### config.mk
export PLATFORM = sky130hd
export DESIGN_NAME = da_serial_tx
export DESIGN_NICKNAME = d
export VERILOG_FILES = /design/src/rtl/da_pkg.sv /design/src/rtl/da_tick_gen.sv /design/src/rtl/da_serial_tx.sv
export SDC_FILE = /design/constraint.sdc
export NUM_CORES = 1
export LEC_CHECK = 0
export CAP_MARGIN = 20
export CELL_PAD_IN_SITES_DETAIL_PLACEMENT = 0
export CELL_PAD_IN_SITES_GLOBAL_PLACEMENT = 1
export CORE_UTILIZATION = 42
export DETAILED_ROUTE_END_ITERATION = 6
export PLACE_DENSITY_LB_ADDON = 0.1
export SETUP_SLACK_MARGIN = 0.2
export SYNTH_ARGS = -nofsm -noshare
export SYNTH_HDL_FRONTEND = slang
export SYNTH_SLANG_ARGS = --single-unit
### constraint.sdc
create_clock -name clk -period 2.7 [get_ports clk]
set_input_delay 0.27 -clock clk [delete_from_list [all_inputs] [get_ports clk]]
set_output_delay 0.27 -clock clk [all_outputs]
set_load 0.03 [all_outputs]
### src/rtl/da_pkg.sv
// Shared state encoding and default parameters for the serial DAC writer.
package da_pkg;

    localparam int unsigned DA_CLK_DIV = 20;
    localparam int unsigned DA_DATA_W  = 10;
    localparam int unsigned DA_FRAME_W = 12;
    localparam int unsigned DA_CS_GAP  = 2;

    typedef enum logic [2:0] {
        IDLE,
        SETUP,
        SHIFT,
        HOLD,
        GAP
    } state_t;

endpackage

### src/rtl/da_tick_gen.sv
// Half-period tick generator; counts 0..CLK_DIV-1 while enabled, tick on the last count.
module da_tick_gen #(
    parameter int unsigned CLK_DIV = 20
) (
    input  logic clk,
    input  logic rst,
    input  logic en,
    input  logic clr,
    output logic tick
);

    localparam int unsigned CNT_W = (CLK_DIV > 2) ? $clog2(CLK_DIV) : 1;
    localparam logic [CNT_W-1:0] LAST = CNT_W'(CLK_DIV - 1);

    logic [CNT_W-1:0] div_cnt;

    always_ff @(posedge clk or posedge rst) begin
        if (rst) begin
            div_cnt <= '0;
        end else if (clr) begin
            div_cnt <= '0;
        end else if (en) begin
            div_cnt <= (div_cnt == LAST) ? '0 : div_cnt + CNT_W'(1);
        end
    end

    assign tick = en && (div_cnt == LAST);

endmodule

### src/rtl/da_serial_tx.sv
// Serial DAC writer: takes a parallel sample over valid/ready and shifts one
// chip-selected frame out MSB first, data changing only on daclk falling edges.
module da_serial_tx
    import da_pkg::*;
#(
    parameter int unsigned CLK_DIV = DA_CLK_DIV,
    parameter int unsigned DATA_W  = DA_DATA_W,
    parameter int unsigned FRAME_W = DA_FRAME_W,
    parameter int unsigned CS_GAP  = DA_CS_GAP
) (
    input  logic              clk,
    input  logic              rst,
    input  logic              din_valid,
    input  logic [DATA_W-1:0] din,
    output logic              din_ready,
    output logic              dacs,
    output logic              daclk,
    output logic              dadata,
    output logic              isdone,
    output logic              busy
);

    if (CLK_DIV < 2 || FRAME_W < DATA_W || FRAME_W < 2 || CS_GAP < 1) begin : g_param_check
        $error("da_serial_tx: invalid CLK_DIV/FRAME_W/DATA_W/CS_GAP combination");
    end

    // bit_cnt doubles as the half-period counter in HOLD and GAP
    localparam int unsigned BC_MAX = (FRAME_W > CS_GAP) ? FRAME_W : CS_GAP;
    localparam int unsigned BC_W   = (BC_MAX > 2) ? $clog2(BC_MAX) : 1;

    state_t             state, state_n;
    logic [FRAME_W-1:0] shreg, shreg_n;
    logic [BC_W-1:0]    bit_cnt, bit_cnt_n;
    logic               dacs_n, daclk_n, dadata_n, isdone_n, din_ready_n;
    logic               tick;
    logic               accept;

    assign accept = din_valid && din_ready;

    da_tick_gen #(
        .CLK_DIV(CLK_DIV)
    ) u_tick (
        .clk (clk),
        .rst (rst),
        .en  (state != IDLE),
        .clr (accept),
        .tick(tick)
    );

    always_ff @(posedge clk or posedge rst) begin
        if (rst) begin
            state     <= IDLE;
            shreg     <= '0;
            bit_cnt   <= '0;
            dacs      <= 1'b1;
            daclk     <= 1'b0;
            dadata    <= 1'b0;
            isdone    <= 1'b0;
            din_ready <= 1'b0;
            busy      <= 1'b0;
        end else begin
            state     <= state_n;
            shreg     <= shreg_n;
            bit_cnt   <= bit_cnt_n;
            dacs      <= dacs_n;
            daclk     <= daclk_n;
            dadata    <= dadata_n;
            isdone    <= isdone_n;
            din_ready <= din_ready_n;
            busy      <= (state_n != IDLE);
        end
    end

    always_comb begin
        state_n     = state;
        shreg_n     = shreg;
        bit_cnt_n   = bit_cnt;
        dacs_n      = dacs;
        daclk_n     = daclk;
        dadata_n    = dadata;
        isdone_n    = 1'b0;
        din_ready_n = din_ready;

        case (state)
            IDLE: begin
                din_ready_n = 1'b1;
                if (accept) begin
                    shreg_n     = FRAME_W'(din) << (FRAME_W - DATA_W);
                    dacs_n      = 1'b0;
                    dadata_n    = din[DATA_W-1];
                    din_ready_n = 1'b0;
                    state_n     = SETUP;
                end
            end
            SETUP: begin
                if (tick) begin
                    daclk_n   = 1'b1;
                    bit_cnt_n = BC_W'(FRAME_W - 1);
                    state_n   = SHIFT;
                end
            end
            SHIFT: begin
                if (tick) begin
                    daclk_n = ~daclk;
                    if (daclk) begin
                        if (bit_cnt != '0) begin
                            shreg_n   = shreg << 1;
                            dadata_n  = shreg[FRAME_W-2];
                            bit_cnt_n = bit_cnt - BC_W'(1);
                        end else begin
                            // HOLD spans the last low phase plus one CS hold half-period
                            dadata_n  = 1'b0;
                            bit_cnt_n = BC_W'(1);
                            state_n   = HOLD;
                        end
                    end
                end
            end
            HOLD: begin
                if (tick) begin
                    if (bit_cnt == '0) begin
                        dacs_n    = 1'b1;
                        isdone_n  = 1'b1;
                        bit_cnt_n = BC_W'(CS_GAP - 1);
                        state_n   = GAP;
                    end else begin
                        bit_cnt_n = bit_cnt - BC_W'(1);
                    end
                end
            end
            GAP: begin
                if (tick) begin
                    if (bit_cnt == '0) begin
                        din_ready_n = 1'b1;
                        state_n     = IDLE;
                    end else begin
                        bit_cnt_n = bit_cnt - BC_W'(1);
                    end
                end
            end
            default: state_n = IDLE;
        endcase
    end

endmodule
==> metrics.cfg <==
[detailed_routing]
drc = 0
vias = 1197
routedWlPerCell_um = 14.0
totalWireLength_mm = 3.01
vias_per_cell = 5.59
drtIter0Drc = 59
ant_nets = 0
dr.pass1.iters = 4

[synthesis]
syn_inst = 152
ys_async_sr_fraction_pct = 100
ys_top_cells_by_area = dfrtp_1 (43%), mux2_2 (9.6%), a21oi_1 (4.3%), o21ai_0 (3.6%), mux2i_1 (3.3%)
synth-main-ff-cell = dfrtp_1
netlist.area_leader.share_pct = 42.6
synth_edf_count = 0
syn-num-nets = 167
synth-seq-cells = 27
syn_area_sq_um = 1530
synthDistinctLibCells = 43
seq_area_frac_synth_pct = 44.3
yosysWarnings = 0
yosys.area.top_type = dfrtp_1
avgSynthCellArea_sq_um = 10.0

[floorplanning]
ios = 19
die_h_um = 62.3
die_area_sq_um = 3880
dieWidth_um = 62.3
rows = 21
initial_utilization_pct = 44.7
core-area_sq_um = 3420

[final_layout]
syn2layout_area_growth_pct = 15.9
final_common_cell = dfrtp_1
final_cell_area_sq_um = 1770
layout.nets = 184
antenna_cells = 0
mostFrequentLayoutCells = dfrtp_1 (26), clkdlybuf4s50_1 (18), a21oi_1 (13), mux2_2 (13)
layout-drive-gt1-share_pct = 16.1

[clocking]
clk_pin_slew_worst_paths_ps = 140
cts_root_buf = clkbuf_4
cts_hold_buffers = 0
post-cts-setup-buffer-count = 0
cts_tree = done
clock_sinks = 27
ctsHtreeMaxLevel = 1
insertion_delay_ps = 320
ctsResizeCount = 0
cts_buffers = 3
ctsLongestPathBuffers = 2

[power_and_ir_drop]
switching_power_uw = 146
combinationalPowerShare_pct = 7.7
clkPwrFrac_pct = 27.3
power.internal_uw = 501
irDropWorstVdd_mv = 0.197
seq_power_share_pct = 65.0
total_leakage_power_uw = 0.000700
powerDensity_nw_per_um2 = 366
swShare_pct = 22.5

[worst_setup_path]
r2r_start = state[2]$_DFF_PP0_
max_stage_delay_ps = 640
r2r_slack_ps = 620
ff2ff_path_depth = 4
worstPathArrival_ps = 2310
cpMaxStageDelayCell = dfrtp_1
r2r-end = shreg[9]$_DFFE_PP0P_
crit_path_max_fanout = 18
critPathKind = reg -> reg
end_kind = flop
critPathRequiredTime_ps = 2930
start_kind = flop
path_cells = nor3_4 -> nand2_1 -> a22oi_4 -> mux2_2

[worst_hold_path]
hold_path_class = in -> async

[sta]
finalClockSkew_ps = 3.89
fin_hold_ws_ps = 296
hold_viol_final = 0
finalCriticalPeriod_ps = 2080
finalMaxSlewViolations = 0
fin_crit_sh_pct = 77.1
fin_tns_setup_ps = 0
maxSlewHeadroom_pct = 57.6
worstMarginPinSlew_ps = 636
rsz0062_at_grt = false
finalSetupViolCount = 0
fmax_mhz = 480

[grt]
grt_max_degree = 28
grt_pass1_wl_mm = 5.18
track_usage_pct = 16.8
antenna_found_initial = 0
grt_pass1_vias = 1144
grt-ovfl-total = 0

[placement]
io_buffers = 18
dpl.hpwl_mm = 2.13
gp_congestion = 0.724
postPlaceCellArea_sq_um = 1740

[run_status]
status = finished clean

[job]
drv_cap = 0

-- logic make-up (layout without fill, tap and decap cells) --
logic type	after synthesis	after routing	synth area share, %
compound gates	40	40	17.0
fa+ha+maj	2	2	1.64
buf+inv	16	32	4.59
flops	27	27	44.3
mux	19	19	13.6
simple gates	48	48	18.8
-- how the worst max path moves through the flow --
stage                                       from                   end  cells past startpoint
after CTS                     state[2]$_DFF_PP0_  shreg[9]$_DFFE_PP0P_                      4
after global placement                 din_valid  shreg[8]$_DFFE_PP0P_                      5
final                         state[2]$_DFF_PP0_  shreg[9]$_DFFE_PP0P_                      4
after global routing          state[2]$_DFF_PP0_  shreg[4]$_DFFE_PP0P_                      4
after floorplan           bit_cnt[0]$_DFFE_PP0P_  shreg[4]$_DFFE_PP0P_                      7
after detailed placement               din_valid  shreg[9]$_DFFE_PP0P_                      5
-- area by class of cell --
cell class / instances / area [sq um]
multi-input combinational: 109 / 779
sequential: 27 / 677
clock buffer: 4 / 26.3
fill: 337 / 1650
tap: 46 / 57.6
timing repair buffer: 21 / 203
inverter: 7 / 26.3
-- Yosys cell counts, drive strengths merged (2+ instances only) --
| cell | count |
|---|---|
| nor3 | 7 |
| a211oi | 2 |
| mux2i | 5 |
| nor3b | 3 |
| o21ai | 11 |
| dfrtp | 26 |
| clkbuf | 5 |
| mux2 | 14 |
| inv | 7 |
| nor2b | 2 |
| ha | 2 |
| and2 | 3 |
| buf | 4 |
| or3b | 2 |
| nand2 | 10 |
| nand3 | 2 |
| a21oi | 13 |
| o22ai | 3 |
| o31ai | 2 |
| nor2 | 11 |
| a211o | 2 |
-- sequential cells by signal (all words and copies together) (netlist names) --
register	cells
dacs	1
din_ready	1
shreg	9
isdone	1
bit_cnt	4
state	3
u_tick.div_cnt	5
daclk	1
busy	1
dadata	1
-- power groups by stage --
stage | Sequential, uW | Clock [uW] | Combinational, uW
6_report | 421 | 177 | 49.6
5_1_grt | 423 | 204 | 56.1
4_1_cts | 421 | 191 | 51.0
3_5_place_dp | 428 | 0 | 50.8
3_3_place_gp | 428 | 0 | 48.3
2_1_floorplan | 426 | 0 | 26.4
-- worst max-delay path: cells and delay by family (launching register included) --
family	cells	cell delay [ps]
flops	1	640
mux	1	380
compound gates	1	360
simple gates	2	600
-- metrics by stage --
step / total power, uW / std cells / worst slack, ps / util [%]
after floorplan: 453 / 152 / 821 / -
after global placement: 476 / 210 / 641 / 51.0
after detailed placement: 479 / 210 / 574 / 51.0
after CTS: 663 / 214 / 602 / 51.8
after global routing: 683 / 214 / 461 / 51.8
final: 647 / 214 / 618 / 51.8
-- metal layers --
layer	up-vias	share of wire, %	GRT usage (%)
li1	586	-	-
met1	582	44	21.3
met2	25	51	29.3
met3	4	3.1	2.21
met4	0	0.96	6.10
met5	-	0	0
No activity file was read; power rests on OpenSTA's default activity.
